File: src/rtl/calendar_set_ctrl.sv
// Calendar set-mode controller: field selection, key edge/auto-repeat strobes,
// day-carry deferral and digit blinking. Optional edit timeout: CAL_SET_TIMEOUT_EN.
module calendar_set_ctrl #(
  parameter int unsigned HOLD_MS    = 500,
  parameter int unsigned REPEAT_MS  = 100,
  parameter int unsigned BLINK_MS   = 250,
  parameter int unsigned TIMEOUT_MS = 10000
) (
  input  logic       clk_i,
  input  logic       rst_i,
  input  logic       tick_ms_i,
  input  logic       key_mode_i,
  input  logic       key_up_i,
  input  logic       key_down_i,
  input  logic       day_carry_i,
  output logic [2:0] cnt_inc_o,
  output logic [2:0] cnt_dec_o,
  output logic       full_flag_o,
  output logic       edit_mode_o,
  output logic [5:0] blink_mask_o
);

  if (HOLD_MS == 0 || HOLD_MS > 65535 || REPEAT_MS == 0 || REPEAT_MS > 65535 ||
      BLINK_MS == 0 || BLINK_MS > 65535 || TIMEOUT_MS == 0 || TIMEOUT_MS > 65535) begin : g_bad_param
    $error("calendar_set_ctrl: ms parameters must lie in 1..65535");
  end

  localparam logic [15:0] HOLD_C   = 16'(HOLD_MS);
  localparam logic [15:0] REPEAT_C = 16'(REPEAT_MS);
  localparam logic [15:0] BLINK_C  = 16'(BLINK_MS);

  typedef enum logic [1:0] {IDLE, SET_DAY, SET_MONTH, SET_YEAR} state_e;

  function automatic logic [15:0] sat_inc(input logic [15:0] v);
    return (v == '1) ? v : v + 16'd1;
  endfunction

  // key vectors are ordered {mode, up, down}
  logic [2:0]  key_in;
  logic [2:0]  key_q, key_p_q, armed_q;
  logic        tick_q, carry_q;
  state_e      state_q, state_d;
  logic        rep_act_q, rep_act_d, rep_hold_q, rep_hold_d;
  logic [15:0] rep_cnt_q, rep_cnt_d;
  logic [15:0] blink_cnt_q, blink_cnt_d;
  logic        phase_q, phase_d;
  logic        pend_q, pend_d;
  logic [2:0]  inc_q, inc_d, dec_q, dec_d;
  logic        full_q, full_d, edit_q, edit_d;
  logic [5:0]  mask_q, mask_d;
  logic [2:0]  rise, sel;
  logic        in_set, up, dn, pulse_up, pulse_dn;
`ifdef CAL_SET_TIMEOUT_EN
  localparam logic [15:0] TIMEOUT_C = 16'(TIMEOUT_MS);
  logic [15:0] to_cnt_q, to_cnt_d;
`endif

  assign key_in = {key_mode_i, key_up_i, key_down_i};

  always_comb begin
    rise   = key_q & ~key_p_q;
    up     = key_q[1];
    dn     = key_q[0];
    in_set = (state_q != IDLE);

    state_d = state_q;
    if (rise[2]) begin
      case (state_q)
        IDLE:      state_d = SET_DAY;
        SET_DAY:   state_d = SET_MONTH;
        SET_MONTH: state_d = SET_YEAR;
        default:   state_d = IDLE;
      endcase
    end

`ifdef CAL_SET_TIMEOUT_EN
    to_cnt_d = '0;
    if (in_set && key_q == '0) begin
      to_cnt_d = to_cnt_q;
      if (tick_q) begin
        to_cnt_d = sat_inc(to_cnt_q);
        if (to_cnt_d == TIMEOUT_C) begin
          state_d  = IDLE;
          to_cnt_d = '0;
        end
      end
    end
`endif

    case (state_q)
      SET_DAY:   sel = 3'b001;
      SET_MONTH: sel = 3'b010;
      SET_YEAR:  sel = 3'b100;
      default:   sel = 3'b000;
    endcase

    // Auto-repeat only continues a press that started with a clean single-key edge.
    pulse_up   = 1'b0;
    pulse_dn   = 1'b0;
    rep_act_d  = rep_act_q;
    rep_hold_d = rep_hold_q;
    rep_cnt_d  = rep_cnt_q;
    if (!in_set || rise[2] || (up && dn)) begin
      rep_act_d  = 1'b0;
      rep_hold_d = 1'b0;
      rep_cnt_d  = '0;
    end else if (rise[1] || rise[0]) begin
      pulse_up   = rise[1];
      pulse_dn   = rise[0];
      rep_act_d  = 1'b1;
      rep_hold_d = 1'b0;
      rep_cnt_d  = '0;
    end else if (rep_act_q && (up || dn)) begin
      if (tick_q) begin
        rep_cnt_d = sat_inc(rep_cnt_q);
        if (rep_cnt_d == (rep_hold_q ? REPEAT_C : HOLD_C)) begin
          pulse_up   = up;
          pulse_dn   = dn;
          rep_cnt_d  = '0;
          rep_hold_d = 1'b1;
        end
      end
    end else begin
      rep_act_d  = 1'b0;
      rep_hold_d = 1'b0;
      rep_cnt_d  = '0;
    end

    inc_d = pulse_up ? sel : 3'b000;
    dec_d = pulse_dn ? sel : 3'b000;

    full_d = 1'b0;
    pend_d = pend_q;
    if (!in_set) begin
      full_d = carry_q;
      pend_d = 1'b0;
    end else if (state_d == IDLE) begin
      full_d = pend_q | carry_q;
      pend_d = 1'b0;
    end else begin
      pend_d = pend_q | carry_q;
    end

    blink_cnt_d = '0;
    phase_d     = 1'b0;
    if (in_set) begin
      blink_cnt_d = blink_cnt_q;
      phase_d     = phase_q;
      if (tick_q) begin
        blink_cnt_d = sat_inc(blink_cnt_q);
        if (blink_cnt_d == BLINK_C) begin
          blink_cnt_d = '0;
          phase_d     = ~phase_q;
        end
      end
    end

    case (state_d)
      SET_DAY:   mask_d = 6'b000011;
      SET_MONTH: mask_d = 6'b001100;
      SET_YEAR:  mask_d = 6'b110000;
      default:   mask_d = 6'b000000;
    endcase
    if (!phase_d || up || dn) mask_d = '0;

    edit_d = (state_d != IDLE);
  end

  always_ff @(posedge clk_i) begin
    if (rst_i) begin
      key_q       <= '0;
      key_p_q     <= '0;
      armed_q     <= '0;
      tick_q      <= 1'b0;
      carry_q     <= 1'b0;
      state_q     <= IDLE;
      rep_act_q   <= 1'b0;
      rep_hold_q  <= 1'b0;
      rep_cnt_q   <= '0;
      blink_cnt_q <= '0;
      phase_q     <= 1'b0;
      pend_q      <= 1'b0;
      inc_q       <= '0;
      dec_q       <= '0;
      full_q      <= 1'b0;
      edit_q      <= 1'b0;
      mask_q      <= '0;
`ifdef CAL_SET_TIMEOUT_EN
      to_cnt_q    <= '0;
`endif
    end else begin
      // A key only counts once it has been seen released since reset.
      key_q       <= key_in & armed_q;
      armed_q     <= armed_q | ~key_in;
      key_p_q     <= key_q;
      tick_q      <= tick_ms_i;
      carry_q     <= day_carry_i;
      state_q     <= state_d;
      rep_act_q   <= rep_act_d;
      rep_hold_q  <= rep_hold_d;
      rep_cnt_q   <= rep_cnt_d;
      blink_cnt_q <= blink_cnt_d;
      phase_q     <= phase_d;
      pend_q      <= pend_d;
      inc_q       <= inc_d;
      dec_q       <= dec_d;
      full_q      <= full_d;
      edit_q      <= edit_d;
      mask_q      <= mask_d;
`ifdef CAL_SET_TIMEOUT_EN
      to_cnt_q    <= to_cnt_d;
`endif
    end
  end

  assign cnt_inc_o    = inc_q;
  assign cnt_dec_o    = dec_q;
  assign full_flag_o  = full_q;
  assign edit_mode_o  = edit_q;
  assign blink_mask_o = mask_q;

endmodule

File: config.mk
export PLATFORM = sky130hd
export DESIGN_NAME = calendar_set_ctrl
export DESIGN_NICKNAME = d
export VERILOG_FILES = /design/src/rtl/calendar_set_ctrl.sv
export SDC_FILE = /design/constraint.sdc
export NUM_CORES = 1
export LEC_CHECK = 0
export CORE_MARGIN = 2
export CORE_UTILIZATION = 30
export DETAILED_ROUTE_END_ITERATION = 8
export GPL_TIMING_DRIVEN = 0
export PLACE_DENSITY = 0.51
export SLEW_MARGIN = 20
export SYNTH_ARGS = -nofsm -noshare
export SYNTH_HDL_FRONTEND = slang
export SYNTH_SLANG_ARGS = --single-unit
File: constraint.sdc
create_clock -name clk_i -period 6.7 [get_ports clk_i]
set_input_delay 2.01 -clock clk_i [delete_from_list [all_inputs] [get_ports clk_i]]
set_output_delay 2.01 -clock clk_i [all_outputs]
set_load 0.005 [all_outputs]
Word level (Yosys, flattened, before mapping)
Cells that the tools add are included.
- $add $sub $neg: 2
- equality and inequality tests: 11
- muxes and demuxes: 26
- bitwise operators: 11
- reduce and logical (&&, ||, !) cells: 22
- operators by type and width (cell ; count):
    two-way mux 16 bit ; 4
    adder 16 x 1 -> 16 bit, second input constant ; 2
    equality test 16 bit, second input constant ; 2
    one-hot mux 6 bit (3 select lines) ; 1
    two-way mux 1 bit ; 17
    equality test 16 x 8 -> 1 bit, second input constant ; 1
    equality test 16 x 9 -> 1 bit ; 1
    OR reduction 2 bit ; 5
    two-way mux 9 bit ; 1
    one-hot mux 3 bit (3 select lines) ; 1
    equality test 2 bit, second input constant ; 4
    AND 3 bit ; 2
    logical OR 1 bit ; 6
    inverter 3 bit ; 2
    one-hot mux 2 bit (3 select lines) ; 1
    inverter 1 bit ; 5
    equality test 2 x 1 -> 1 bit, second input constant ; 2
    logical NOT 2 bit ; 2
    nonzero test 2 bit ; 2
    OR reduction 4 bit ; 1
    OR 3 bit ; 1
    OR reduction 3 bit ; 1
    logical AND 1 bit ; 2
    logical NOT 1 bit ; 2
    other kinds (4) ; 4
- bits in registers: 63
- bits of input ports: 7
- output and inout bits: 14
- word-level logic and storage cells: 89

Logic depth before layout (Yosys ltp)
- depth after elaboration: 10
- gate-level depth with buffers: 11
- mapped depth without buffers: 9

Worst setup path after synthesis
No wires, ideal clock.
- path type: input port to flip-flop
- start: in rst_i
- end: reg dec_q[0], in the netlist cnt_dec_o[0]
- setup time: 59 ps
- arrival: 3157 ps
- required time: 6641 ps
- setup slack: 3484 ps
- stages: 7
- path buffers: 0
- path through: or2_2 a21oi_1 nand4b_1 inv_1 a31oi_1 nor2b_1 and2_1
- longest elaborated chain between the ends: 1
- RTL lines (what ; RTL line ; RTL):
    start, declared ; 10 ; input logic rst_i,
    OR reduction 2 bit (no line) ; n/a ;
    end signal, assigned ; 184 ; dec_q <= '0;
    end signal, assigned ; 206 ; dec_q <= dec_d;
    end, declared ; 48 ; logic [2:0] inc_q, inc_d, dec_q, dec_d;
Every way passes these cells.
A chain may end at the register's enable or synchronous reset.

Worst setup path after layout
- start: in rst_i
- end: reg inc_q[0], in the netlist cnt_inc_o[0]
- longest elaborated chain between the ends: 1
- RTL lines (what ; RTL line ; RTL):
    OR reduction 2 bit (no line) ; n/a ;
    end signal, assigned ; 205 ; inc_q <= inc_d;
    end, declared ; 48 ;
Every way passes these cells.

==> summary.md <==
| Metric | Value |
|---|---|
| Status | finished, final reports clean |
| PostCTS Resize Cnt | 0 |
| Slowest CP cell | clkdlybuf4s50_1 |
| Multi-input gate area | 1820 sq um |
| Synth Area per Inst | 8.19 sq um |
| Num CTS Buffers | 9 |
| Post-CTS Setup Bufs | 0 |
| DR iter-0 viols | 166 |
| Rows | 37 |
| Core area | 10,400 sq um |
| Syn nets | 408 |
| # fillers | 1,105 |
| Fin crit period | 3.86 ns |
| Cell taking the most area after synthesis | dfxtp_1 |
| Clock slew at reported path FFs | 0.08 ns |
| GRT Total Usage | 0.145 |
| Max-Cap Viols | 0 |
| Nets | 439 |
| Most frequent cells in the layout | dfxtp_1, nor2_1, nand2_1 |
| Residual DRC count | 0 |
| CP Class | input port to register |
| Design Area, Final | 3840 sq um |
| Final cycle utilization of the critical path | 0.576 |
| Hold WS | 0.431 ns |
| Rel. slew slack | 0.526 |
| FMAX | 0.259 GHz |
| R2r setup slk | 2.93 ns |
| 1st-pass router iterations | 5 |
| Cts hold-fix bufs | 0 |
| Share of cells above drive strength 1 | 0.105 |
| Largest cells by area after synthesis | dfxtp_1, nor2_1, a21oi_1 |
| First-pass GRT wire length | 13.4 mm |
| Clock skew | 0.0191 ns |
| Initial antenna violation count | 0 |
| CP endpoint kind | register |
| Via count | 2,914 |
| Die X | 108 microns |
| Total placed instance area | 3590 sq um |
| CP Launch Type | input port |
| RSZ-0062 raised after global routing | false |
| Synth top area share | 0.373 |
| CTS tree | done |
| DP HPWL | 5.57 mm |
| Synthesized cell area | 3220 sq um |
| Peak VDD IR | 0.000101 V |
| Distinct cell type count after synthesis | 53 |
| Synth warn | 0 |
| Antenna Cells | 0 |
| Setup TNS | 0 ns |
| Req. time, crit path | 6.98 ns |
| Max stage delay on crit path | 0.54 ns |
| Final Setup Violations | 0 |
| Leak | 0.00134 uW |
| Seq cells post-synth | 60 |
| Ys async rst share | 0 |
| Class of the worst hold path | register to register |
| Measured slew at the worst slew-check pin | 0.711 ns |
| Antenna-violating nets left | 0 |
| Max-slew violations | 0 |
| Most common cell after layout, fill and taps aside | dfxtp_1 |
| Die H | 108 microns |
| Initial core utilization | 0.310 |
| Critical path cell sequence | clkdlybuf4s50_1 -> or2_2 -> a21oi_1 -> nand4b_1 -> inv_1 -> a31oi_1 -> nor2b_1 -> and2_1 |
| Crit path max fanout | 8 |
| Top_reg_cell synth | dfxtp_1 |
| RePlAce Congestion | 0.868 |
| P&R area growth vs syn | 19.2% |
| Design Power | 793 uW |
| Drt total wl | 7.73 mm |
| Vias in the first global route | 2,883 |
| H-tree Lvls | 3 |
| Gr ovfl total | 0 |
| Part of the Yosys area used for sequential elements | 0.373 |
| Drt via density | 5.16 |
| Largest net degree at the start of global routing | 13 |
| Die ar. | 11,600 sq um |
| Number of port buffers | 20 |
| Routed WL per cell | 13.7 microns |
| Clock root buffer | clkbuf_8 |
| Fin util | 0.370 |
| Worst-Skew Late Latency | 0.35 ns |
| Storage cell area | 1200 sq um |
| PwrDens | 207 nW/um^2 |
| I/O pins | 21 |
| Post-synth EDFFs | 0 |
| Synth Instances | 393 |
| Max Root-Sink Buffers | 2 |
| # clock sinks | 60 |
| Fin. Hold Viols | 0 |
| Worst endpoint data arrival time | 4.14 ns |
-- cell type report --
type,count,area share
buffer,21,0.0349
clock buffer,9,0.0323
clock inverter,7,0.0323
inverter,18,0.0176
multi-input combinational,294,0.473
sequential,60,0.313
tap,136,0.0443
timing repair buffer,20,0.0522
-- state kept, by name, indices dropped and copies added (netlist names), 2 cells and up --
signal	cells
key_p_q	3
blink_mask_o	3
cnt_inc_o	3
key_q	3
cnt_dec_o	3
state_q	2
rep_cnt_q	16
blink_cnt_q	16
armed_q	3
-- synth_stat cells (all sizes together), types with 2 or more instances --
master and n:
a31oi 12, or2 2, a21o 2, inv 18, xnor2 8, xor2 5, nand2b 5, nand3 21
nor2 41, and3 5, or4 2, a211oi 2, o21ai 22, dfxtp 60, nand2 32, nor2b 7
buf 12, mux2i 11, or3 2, nand4 17, ha 8, and2 10, a22oi 2, nor3 18
a21oi 26, a2111oi 2, mux2 4, nor4 10, clkbuf 9, and4 6
-- report_power, final --
part	internal, uW	total [uW]	switching (uW)
clock network	249	405	155
logic	10.2	25.0	14.8
registers	360	363	2.66
-- worst paths after layout --
check | from | endpoint | depth (start not counted)
worst max register to register | blink_cnt_q[0] | blink_mask_o[3] | 11
worst min register to register | armed_q[2] | key_q[2] | 2
worst min-delay path | armed_q[2] | key_q[2] | 2
worst max-delay path | rst_i | cnt_inc_o[0] | 8
-- cells by family after synthesis --
group,share of synthesized area
muxes,0.0482
buffers and inverters,0.0626
xor gates and xnor gates,0.0354
adders and majority gates,0.0311
DFF,0.373
AOI/OAI and AO/OA,0.148
and+or+nand+nor,0.301
-- per-layer routing --
layer	global-route usage	wire length, microns	vias up	share of wire
met5	0	0	-	0
met1	0.185	3790	1375	0.49
met2	0.236	3550	55	0.46
met4	0.0641	150	0	0.019
met3	0.0278	234	14	0.030
li1	-	-	1470	-
-- worst max-delay path: cells and delay by family --
kind / cells / cell delay, ns
AND/OR/NAND/NOR: 4 / 1.05
AO/OA/AOI/OAI: 2 / 0.28
buffers and inverters: 2 / 0.79
-- metrics by stage --
step                      cells  worst slack, ns
after detailed placement    549             2.45
after floorplan             393             3.48
final                       565             2.84
after CTS                   565             2.80
after global placement      549             2.50
after global routing        565             2.63
Note: power is estimated with default switching activity, not from simulation.
